**config.mk**
```make
export PLATFORM = sky130hd
export DESIGN_NAME = alu_muldiv_unit
export DESIGN_NICKNAME = d
export VERILOG_FILES = /design/src/rtl/alu_muldiv_unit.sv
export SDC_FILE = /design/constraint.sdc
export NUM_CORES = 1
export LEC_CHECK = 0
export BUFFER_PORTS_ARGS = -buffer_cell sky130_fd_sc_hd__buf_2
export CAP_MARGIN = 15
export CORE_ASPECT_RATIO = 2
export CORE_MARGIN = 2
export CORE_UTILIZATION = 50
export CTS_CLUSTER_SIZE = 14
export DETAILED_ROUTE_END_ITERATION = 8
export HOLD_SLACK_MARGIN = 0.06
export PLACE_DENSITY_LB_ADDON = 0.12
export SYNTH_ARGS = -nofsm -noshare
export SYNTH_HDL_FRONTEND = slang
export SYNTH_SLANG_ARGS = --single-unit
```
**constraint.sdc**
```tcl
create_clock -name clk_i -period 6.2 [get_ports clk_i]
set_input_delay 0.31 -clock clk_i [delete_from_list [all_inputs] [get_ports clk_i]]
set_output_delay 0.31 -clock clk_i [all_outputs]
set_load 0.01 [all_outputs]
```
**src/rtl/alu_muldiv_unit.sv**
```systemverilog
// ----------------------------------------------------------------------------
// alu_muldiv_unit
//
// Iterative RISC-V M-extension multiply/divide unit. One request at a time:
// a multiply runs as radix-2 shift-add and a divide runs as radix-2 restoring
// shift-subtract. Both take XLEN CALC cycles followed by one DONE cycle.
// A divide by zero, or the signed overflow case, skips CALC and goes
// straight to DONE.
//
// Ports
//   clk_i     : clock, rising edge
//   rst_i     : synchronous active-high reset; has priority over everything
//   valid_i   : request present on funct3_i / a_i / b_i
//   ready_o   : unit idle, able to accept a request this cycle
//   funct3_i  : 000 MUL, 001 MULH, 010 MULHSU, 011 MULHU,
//               100 DIV, 101 DIVU, 110 REM, 111 REMU
//   a_i       : rs1 (multiplicand / dividend)
//   b_i       : rs2 (multiplier / divisor)
//   kill_i    : flush; aborts an in-flight op and blocks acceptance
//   valid_o   : one-cycle pulse, result_o holds a completed result
//   result_o  : result, held until the next completed operation
//   busy_o    : operation in flight (inverse of ready_o)
// ----------------------------------------------------------------------------
module alu_muldiv_unit #(
    parameter int XLEN = 32
) (
    input  logic            clk_i,
    input  logic            rst_i,
    input  logic            valid_i,
    output logic            ready_o,
    input  logic [2:0]      funct3_i,
    input  logic [XLEN-1:0] a_i,
    input  logic [XLEN-1:0] b_i,
    input  logic            kill_i,
    output logic            valid_o,
    output logic [XLEN-1:0] result_o,
    output logic            busy_o
);

    localparam int CW = $clog2(XLEN);
    localparam logic [CW-1:0]   CNT_LOAD = CW'(XLEN - 1);
    localparam logic [XLEN-1:0] MOST_NEG = {1'b1, {(XLEN-1){1'b0}}};

    typedef enum logic [1:0] {
        IDLE,
        CALC,
        DONE
    } state_t;

    state_t              state_q;
    logic [2:0]          op_q;
    logic                neg_res_q;   // product / quotient must be negated
    logic                neg_rem_q;   // remainder must be negated (dividend sign)
    logic [XLEN-1:0]     mcand_q;     // multiplicand magnitude, or divisor magnitude
    logic [2*XLEN-1:0]   acc_q;       // mul: {partial hi, multiplier}; div: {rem, quotient}
    logic [CW-1:0]       cnt_q;
    logic [XLEN-1:0]     result_q;
    logic                ready_q;
    logic                valid_q;
    logic                busy_q;

    assign ready_o  = ready_q;
    assign valid_o  = valid_q;
    assign busy_o   = busy_q;
    assign result_o = result_q;

    // ------------------------------------------------------------------
    // Request conditioning: which operands are signed, their magnitudes,
    // and the fast-path (no iteration) detection and result.
    // ------------------------------------------------------------------
    logic            accept;
    logic            a_signed;
    logic            b_signed;
    logic            a_neg;
    logic            b_neg;
    logic [XLEN-1:0] a_mag;
    logic [XLEN-1:0] b_mag;
    logic            b_zero;
    logic            div_ovf;
    logic            fast;
    logic [XLEN-1:0] fast_res;

    assign accept = (state_q == IDLE) && valid_i && !kill_i;

    always_comb begin
        a_signed = 1'b0;
        b_signed = 1'b0;
        case (funct3_i)
            3'b001: begin                 // MULH
                a_signed = 1'b1;
                b_signed = 1'b1;
            end
            3'b010: begin                 // MULHSU
                a_signed = 1'b1;
            end
            3'b100, 3'b110: begin         // DIV, REM
                a_signed = 1'b1;
                b_signed = 1'b1;
            end
            default: begin
            end
        endcase
    end

    assign a_neg = a_signed & a_i[XLEN-1];
    assign b_neg = b_signed & b_i[XLEN-1];
    assign a_mag = a_neg ? ('0 - a_i) : a_i;
    assign b_mag = b_neg ? ('0 - b_i) : b_i;

    assign b_zero  = (b_i == '0);
    assign div_ovf = !funct3_i[0] && (a_i == MOST_NEG) && (b_i == '1);
    assign fast    = funct3_i[2] && (b_zero || div_ovf);

    // Divide by zero: quotient all ones, remainder = dividend.
    // Signed overflow: quotient = dividend, remainder = 0.
    always_comb begin
        if (b_zero) begin
            fast_res = funct3_i[1] ? a_i : '1;
        end else begin
            fast_res = funct3_i[1] ? '0 : a_i;
        end
    end

    // ------------------------------------------------------------------
    // One radix-2 iteration on the accumulator.
    // ------------------------------------------------------------------
    logic [XLEN-1:0]   mul_addend;
    logic [XLEN:0]     mul_sum;
    logic [2*XLEN-1:0] mul_next;
    logic [XLEN:0]     div_sh;
    logic [XLEN:0]     div_diff;
    logic              div_ok;
    logic [XLEN-1:0]   div_rem_n;
    logic [2*XLEN-1:0] div_next;
    logic [2*XLEN-1:0] step_next;

    // Shift-add: add multiplicand into the high half when the current
    // multiplier LSB is set, then shift the whole accumulator right,
    // keeping the carry as the new MSB.
    assign mul_addend = acc_q[0] ? mcand_q : '0;
    assign mul_sum    = {1'b0, acc_q[2*XLEN-1:XLEN]} + {1'b0, mul_addend};
    assign mul_next   = {mul_sum, acc_q[XLEN-1:1]};

    // Restoring divide: shift the next dividend bit into the partial
    // remainder, trial-subtract, keep the difference if it did not borrow.
    assign div_sh    = {acc_q[2*XLEN-1:XLEN], acc_q[XLEN-1]};
    assign div_diff  = div_sh - {1'b0, mcand_q};
    assign div_ok    = !div_diff[XLEN];
    assign div_rem_n = div_ok ? div_diff[XLEN-1:0] : div_sh[XLEN-1:0];
    assign div_next  = {div_rem_n, acc_q[XLEN-2:0], div_ok};

    assign step_next = op_q[2] ? div_next : mul_next;

    // ------------------------------------------------------------------
    // Sign fix-up and result selection, taken from the accumulator value
    // produced by the final iteration so result_o is valid throughout DONE.
    // ------------------------------------------------------------------
    logic [2*XLEN-1:0] prod_f;
    logic [XLEN-1:0]   quo_f;
    logic [XLEN-1:0]   rem_f;
    logic [XLEN-1:0]   final_res;

    assign prod_f = neg_res_q ? ('0 - step_next) : step_next;
    assign quo_f  = neg_res_q ? ('0 - step_next[XLEN-1:0]) : step_next[XLEN-1:0];
    assign rem_f  = neg_rem_q ? ('0 - step_next[2*XLEN-1:XLEN])
                              : step_next[2*XLEN-1:XLEN];

    always_comb begin
        case (op_q)
            3'b000:                 final_res = prod_f[XLEN-1:0];
            3'b001, 3'b010, 3'b011: final_res = prod_f[2*XLEN-1:XLEN];
            3'b100, 3'b101:         final_res = quo_f;
            default:                final_res = rem_f;
        endcase
    end

    // ------------------------------------------------------------------
    // Control FSM with registered handshake outputs.
    // ------------------------------------------------------------------
    always_ff @(posedge clk_i) begin
        if (rst_i) begin
            state_q   <= IDLE;
            op_q      <= '0;
            neg_res_q <= 1'b0;
            neg_rem_q <= 1'b0;
            mcand_q   <= '0;
            acc_q     <= '0;
            cnt_q     <= '0;
            result_q  <= '0;
            ready_q   <= 1'b1;
            valid_q   <= 1'b0;
            busy_q    <= 1'b0;
        end else begin
            case (state_q)
                IDLE: begin
                    if (accept) begin
                        op_q      <= funct3_i;
                        neg_res_q <= a_neg ^ b_neg;
                        neg_rem_q <= a_neg;
                        cnt_q     <= CNT_LOAD;
                        ready_q   <= 1'b0;
                        busy_q    <= 1'b1;
                        if (funct3_i[2]) begin
                            mcand_q <= b_mag;
                            acc_q   <= {{XLEN{1'b0}}, a_mag};
                        end else begin
                            mcand_q <= a_mag;
                            acc_q   <= {{XLEN{1'b0}}, b_mag};
                        end
                        if (fast) begin
                            state_q  <= DONE;
                            result_q <= fast_res;
                            valid_q  <= 1'b1;
                        end else begin
                            state_q  <= CALC;
                        end
                    end
                end

                CALC: begin
                    if (kill_i) begin
                        state_q <= IDLE;
                        ready_q <= 1'b1;
                        busy_q  <= 1'b0;
                    end else begin
                        acc_q <= step_next;
                        cnt_q <= cnt_q - CW'(1);
                        if (cnt_q == '0) begin
                            state_q  <= DONE;
                            result_q <= final_res;
                            valid_q  <= 1'b1;
                        end
                    end
                end

                DONE: begin
                    // Leaves after one cycle whether or not kill_i is set.
                    state_q <= IDLE;
                    valid_q <= 1'b0;
                    ready_q <= 1'b1;
                    busy_q  <= 1'b0;
                end

                default: begin
                    state_q <= IDLE;
                    valid_q <= 1'b0;
                    ready_q <= 1'b1;
                    busy_q  <= 1'b0;
                end
            endcase
        end
    end

endmodule
```
After elaboration in Yosys (flattened, before gate mapping)
Cells that the tools add are included.
- reduce and logical (&&, ||, !) cells: 24
- bitwise logic cells: 3
- eq/ne operators: 18
- $add $sub $neg: 8
- muxes and demuxes: 43
- operators by type and width (cell ; count):
    two-way mux 32 bit ; 15
    two-way mux 64 bit ; 4
    case mux 64 bit (2 select lines) ; 1
    subtractor 1 x 32 -> 32 bit, first input constant ; 4
    case mux 32 bit (3 select lines) ; 1
    equality test 32 bit, second input constant ; 2
    case mux 32 bit (2 select lines) ; 1
    subtractor 1 x 64 -> 64 bit, first input constant ; 1
    adder 32 x 32 -> 33 bit ; 1
    subtractor 33 x 32 -> 33 bit ; 1
    logical NOT 32 bit ; 1
    equality test 3 bit, second input constant ; 4
    two-way mux 1 bit ; 10
    two-way mux 5 bit ; 2
    != test 2 bit, second input constant ; 5
    case mux 5 bit (2 select lines) ; 1
    equality test 3 x 2 -> 1 bit, second input constant ; 3
    two-way mux 2 bit ; 4
    equality test 3 x 1 -> 1 bit, second input constant ; 2
    case mux 1 bit (2 select lines) ; 3
    AND reduction 2 bit ; 3
    OR reduction 3 bit ; 2
    logical AND 1 bit ; 5
    logical NOT 5 bit ; 1
    other kinds (16) ; 19
- flip-flop bits (word level): 143
- logic and storage cells: 107
- input bits: 71

Longest topological paths before layout
- depth in word-level cells: 9
- gate-level depth with buffers: 27
- mapped depth without buffers: 24

Worst setup path after synthesis
OpenSTA, ideal clock, no wires.
- path kind: reg2reg
- from: reg acc_q[31]
- to: reg result_q[22] (netlist: result_o[22])
- setup slack: 461 ps
- clock period less this slack: 5739 ps
- arrival: 5592 ps
- stages on the path, launching flop included: 28
- cell sequence: dfxtp_1 -> inv_1 -> ha_1 -> inv_1 -> fa_1 -> a211o_1 -> a21oi_2 -> a221oi_4 -> o211a_4 -> buf_6 -> o21a_1 -> nor2_1 -> buf_2 -> buf_1 -> mux2i_1 -> a21oi_1 -> inv_1 -> ha_1 -> nand2_1 -> nor3_1 -> nand2_1 -> o211a_1 -> a21oi_1 -> nand4_1 -> o21ai_0 -> xnor2_1 -> a2111oi_0 -> a2111oi_0
- cells in the longest elaborated chain, start to end: 9
- RTL lines (element ; RTL line ; source):
    start: declaration ; 55 ; logic [2*XLEN-1:0] acc_q;
    start signal: assignment ; 205 ; acc_q <= {{XLEN{1'b0}}, a_mag};
    start signal: assignment ; 208 ; acc_q <= {{XLEN{1'b0}}, b_mag};
    start signal: assignment ; 226 ; acc_q <= step_next;
    subtractor 33 x 32 -> 33 bit ; 147 ; assign div_diff = div_sh - {1'b0, mcand_q};
    two-way mux 32 bit / logical NOT 1 bit (equally long branches) ; 149, 148 ;
    two-way mux 64 bit (*) ; 152 ; assign step_next = op_q[2] ? div_next : mul_next;
    subtractor 1 x 64 -> 64 bit, or another cell as far along ; 163 ; assign prod_f = neg_res_q ? ('0 - step_next) : step_next;
    two-way mux 64 bit, or another cell as far along ; 163 ;
    case mux 32 bit (3 select lines) (*) ; 169 ; case (op_q)
    two-way mux 32 bit (*) ; 228 ; if (cnt_q == '0) begin
    two-way mux 32 bit (*) ; 221 ; if (kill_i) begin
    case mux 32 bit (2 select lines) (*) ; 194 ; case (state_q)
    end signal: assignment ; 212 ; result_q <= fast_res;
    end signal: assignment ; 230 ; result_q <= final_res;
    end: declaration ; 57 ; logic [XLEN-1:0] result_q;
Mark *: on every way between the ends. The rest lies on a longest branch, timed or not. The select of a mux whose other input is x is not followed.
A chain may end at the register's enable or synchronous reset.

Worst setup path in the final report
- from: reg acc_q[0]
- to: reg result_q[29] (netlist: result_o[29])
- cells in the longest elaborated chain, start to end: 9
- RTL lines (element ; RTL line ; source):
    two-way mux 32 bit ; 140 ; assign mul_addend = acc_q[0] ? mcand_q : '0;
    adder 32 x 32 -> 33 bit ; 141 ; assign mul_sum = {1'b0, acc_q[2*XLEN-1:XLEN]} + {1'b0, mul_addend};
    two-way mux 64 bit (*) ; 152 ;
    subtractor 1 x 64 -> 64 bit / subtractor 1 x 32 -> 32 bit (equally long branches) ; 163, 165 ;
    two-way mux 64 bit / two-way mux 32 bit (equally long branches) ; 163, 165 ;
    case mux 32 bit (3 select lines) (*) ; 169 ;
    two-way mux 32 bit (*) ; 228 ;
    two-way mux 32 bit (*) ; 221 ;
    case mux 32 bit (2 select lines) (*) ; 194 ;
Marked as above.

==> impl_metrics.py <==
metrics = {
    "timing": {
        "min_period_over_period": 0.9370,
        "final_max_slew_viol_count": 0,
        "tightest_slew_ns": 1.138,
        "max_slew_margin": 0.2415,
        "final.setup.tns_ns": 0,
        "hold_ws_ns": 0.1582,
        "finalHoldViolCount": 0,
        "min_period_ns": 5.809,
        "setup_viol": 0,
        "fmax_ghz": 0.1721,
        "rsz0062_at_grt": "no",
        "skew_ns": 0.01752,
    },
    "global_routing": {
        "grt_pass1_wl_mm": 110.4,
        "grt-busiest-layer": "met2",
        "met2_usage": 0.7338,
        "grt_start_max_net_pins": 74,
        "antenna_found_initial": 4,
        "grtUsageTotal": 0.4188,
        "overflow": 0,
        "grt_pass1_vias": 18568,
        "met1_usage": 0.4298,
        "grt_util_met3": 0.05750,
    },
    "critical_path": {
        "worstPathCellList": "buf_4, and2_1, ha_1, fa_1, a21o_1, a221oi_1, o21a_1, a211oi_1, a31oi_1, xnor2_1, or3b_2, a311oi_2, nand3b_1, o41a_1, xnor2_1, a2111oi_0, a211oi_2",
        "cp.arrival_ns": 6.13,
        "end_kind": "flip-flop",
        "critical-path-top-delay-family": "compound AO/OA/AOI/OAI gates",
        "worstPathRequired_ns": 6.52,
        "path_depth": 17,
        "crit_slowest_cell": "a221oi_1",
        "criticalPathCategory": "reg2reg",
        "cpMostUsedCell": "xnor2_1",
        "regToRegSetupSlack_ns": 0.39,
        "r2r_end": "result_o[29]",
        "critPathLaunch": "acc_q[0]",
        "crit_path_start_kind": "flip-flop",
        "reg2reg_depth": 17,
        "cp_max_fo": 23,
        "crit_buf_inv": 1,
        "crit_path_max_incr_delay_ns": 0.76,
        "timing.rr.start": "acc_q[0]",
        "crit_end": "result_o[29]",
    },
    "drt": {
        "wl_per_cell_um": 25.52,
        "dr.pass1.iters": 6,
        "drtIter0Drc": 1507,
        "routed_wl_mm": 73.17,
        "route.detailed.drc": 0,
        "ant_nets": 0,
        "viasPerCell": 6.625,
        "route.vias.total": 18995,
    },
    "floorplanning": {
        "die_w_um": 131.9,
        "rows": 93,
        "core_area_mm2": 0.03223,
        "die_area_mm2": 0.03427,
        "start_util": 0.5076,
        "chipHeight_um": 259.8,
        "ioPinCount": 106,
    },
    "worst_hold_path": {
        "hp-start": "funct3_i[0]",
        "holdCritPathClass": "in2reg",
    },
    "synth": {
        "ys.flop_type": "dfxtp_1",
        "postSynthAreaPerCell_um2": 6.843,
        "syn_area_mm2": 0.01636,
        "synth-edff-count": 0,
        "synth.distinct_cells": 91,
        "synth-seq-cells": 143,
        "ys_seq_area_frac": 0.1750,
        "syn_nets": 2535,
        "synthArstFlopShare": 0,
        "yosys_warnings": 0,
        "syn-instance-count": 2391,
    },
    "clock_network": {
        "clock-sinks": 143,
        "cts_buffers": 17,
        "max-clock-path-buffers": 2,
        "clk_latency_ns": 0.47,
        "htree_levels": 4,
        "ctsRootBufferMaster": "clkbuf_16",
        "cts_hold_buf": 0,
        "cts_tree": "done",
        "clkTransAtPathRegs_ns": 0.07,
    },
    "finish": {
        "fill_cells": 3289,
        "drive_gt1_frac": 0.1080,
        "layout_commonest_cell": "nand2_1",
        "final_cell_mix": "nand2_1, a21oi_1, nor2_1",
        "area_growth_syn_to_layout_pct": 9.751,
        "fin_nets": 2567,
        "fin_util": 0.5571,
    },
    "power_and_ir_drop": {
        "power_density_mw_per_mm2": 189.3,
        "cellLeakagePower_nw": 6.943,
        "peakVddDrop_mv": 0.2071,
    },
    "placed_design": {
        "dp_hpwl_mm": 57.70,
        "portBuffers": 105,
        "place_congestion": 1.028,
    },
    "status": {
        "status": "completed",
    },
    "flow_run": {
        "maxCapViolCount": 0,
    },
}
synth_stat cells (13+ instances only):
cell       instances  share of area
clkbuf_1         130          0.030
or3_1             21         0.0080
a211oi_1          37          0.017
o21a_1            13         0.0060
a221oi_1          14         0.0075
nor2b_1           15         0.0057
xnor2_1           99          0.053
buf_2             14         0.0043
nor3_1            62          0.019
buf_1             20         0.0046
a21o_1            31          0.014
or2_2             15         0.0057
nand2_1          277          0.064
dfxtp_1          143           0.17
a22oi_1           27          0.012
and2_1            57          0.022
o211ai_1          64          0.029
nand4_1           33          0.013
nor4_1            24         0.0092
or4_1             15         0.0069
inv_1             73          0.017
a2111oi_0         13         0.0070
ha_1              71          0.054
mux2i_1           49          0.030
and3_1            13         0.0050
o31ai_1           36          0.017
nor2_1           236          0.054
a21oi_1          247          0.076
xor2_1            69          0.037
maj3_1            22          0.013
a31oi_1           23         0.0088
o41ai_1           14         0.0075
o21ai_1           21         0.0064
nand3_1           56          0.017
o21ai_0          165          0.050
stage by stage:
step           power (mW)  cell area, µm²  setup WS [ns]  std cells
2_1_floorplan       1.888           16360         0.4609       2391
3_3_place_gp        2.328           17370         0.4861       2831
3_5_place_dp        2.333           17370         0.4842       2831
4_1_cts             3.367           17940         0.4782       2863
5_1_grt             3.540           17960         0.1133       2867
6_report            3.399           17960         0.3908       2867
worst register-to-register path, cell delays in order, from the launching register on:
cell and delay (ns):
dfxtp_1 0.33, buf_4 0.21, and2_1 0.17, ha_1 0.22
fa_1 0.42, a21o_1 0.24, a221oi_1 0.76, o21a_1 0.27
a211oi_1 0.23, a31oi_1 0.29, xnor2_1 0.15, or3b_2 0.47
a311oi_2 0.34, nand3b_1 0.28, o41a_1 0.49, xnor2_1 0.14
a2111oi_0 0.60, a211oi_2 0.05
final cells by class:
cell class	instances	area, µm²	area share
multi-input cells	2008	12620	0.7027
flip-flops and latches	143	2868	0.1597
repair buffers	178	1076	0.05993
well taps	427	534.3	0.02975
clock buffers	17	425.4	0.02369
inverters	75	281.5	0.01568
clock inverters	15	143.9	0.008013
diodes	4	10.01	0.0005575
worst min path at each step:
stage	end	cells past startpoint
4_1_cts	op_q[0]	3
2_1_floorplan	mcand_q[10]	2
3_3_place_gp	result_o[3]	2
5_1_grt	op_q[0]	3
6_report	op_q[0]	3
3_5_place_dp	result_o[3]	2
per-layer routing:
layer / up-vias / part of all wire
met2: 926 / 0.49
li1: 8817 / -
met5: - / 0
met1: 8914 / 0.35
met4: 0 / 0.11
met3: 338 / 0.060
cell families (layout without fill, tap and decap cells):
kind of cell | count (synthesis) | after routing | synth area share
DFF | 143 | 143 | 0.1750
buffers and inverters | 240 | 285 | 0.05659
AOI/OAI and AO/OA | 813 | 813 | 0.3199
other | 0 | 4 | 0
and+or+nand+nor | 881 | 881 | 0.2570
xor gates and xnor gates | 168 | 168 | 0.08994
adders and majority gates | 95 | 95 | 0.07020
muxes | 51 | 51 | 0.03136
power by group:
part	internal (mW)	switching [mW]	total, mW
logic	0.444	0.893	1.34
clock network	0.532	0.511	1.04
registers	0.966	0.0537	1.02
total	1.94	1.46	3.40
registers in the layout, indices dropped and copies added (netlist names):
name and flops:
cnt_q 5, neg_rem_q 1, op_q 3, mcand_q 32, busy_o 1, ready_o 1, acc_q 64, neg_res_q 1
result_o 32, state_q 2, valid_o 1
repair_timing:
action | in CTS | in global routing
resized for setup | 0 | 1
setup buffers | 0 | 0
setup endpoints to repair | 0 | 2
No activity file was read; power rests on OpenSTA's default activity.
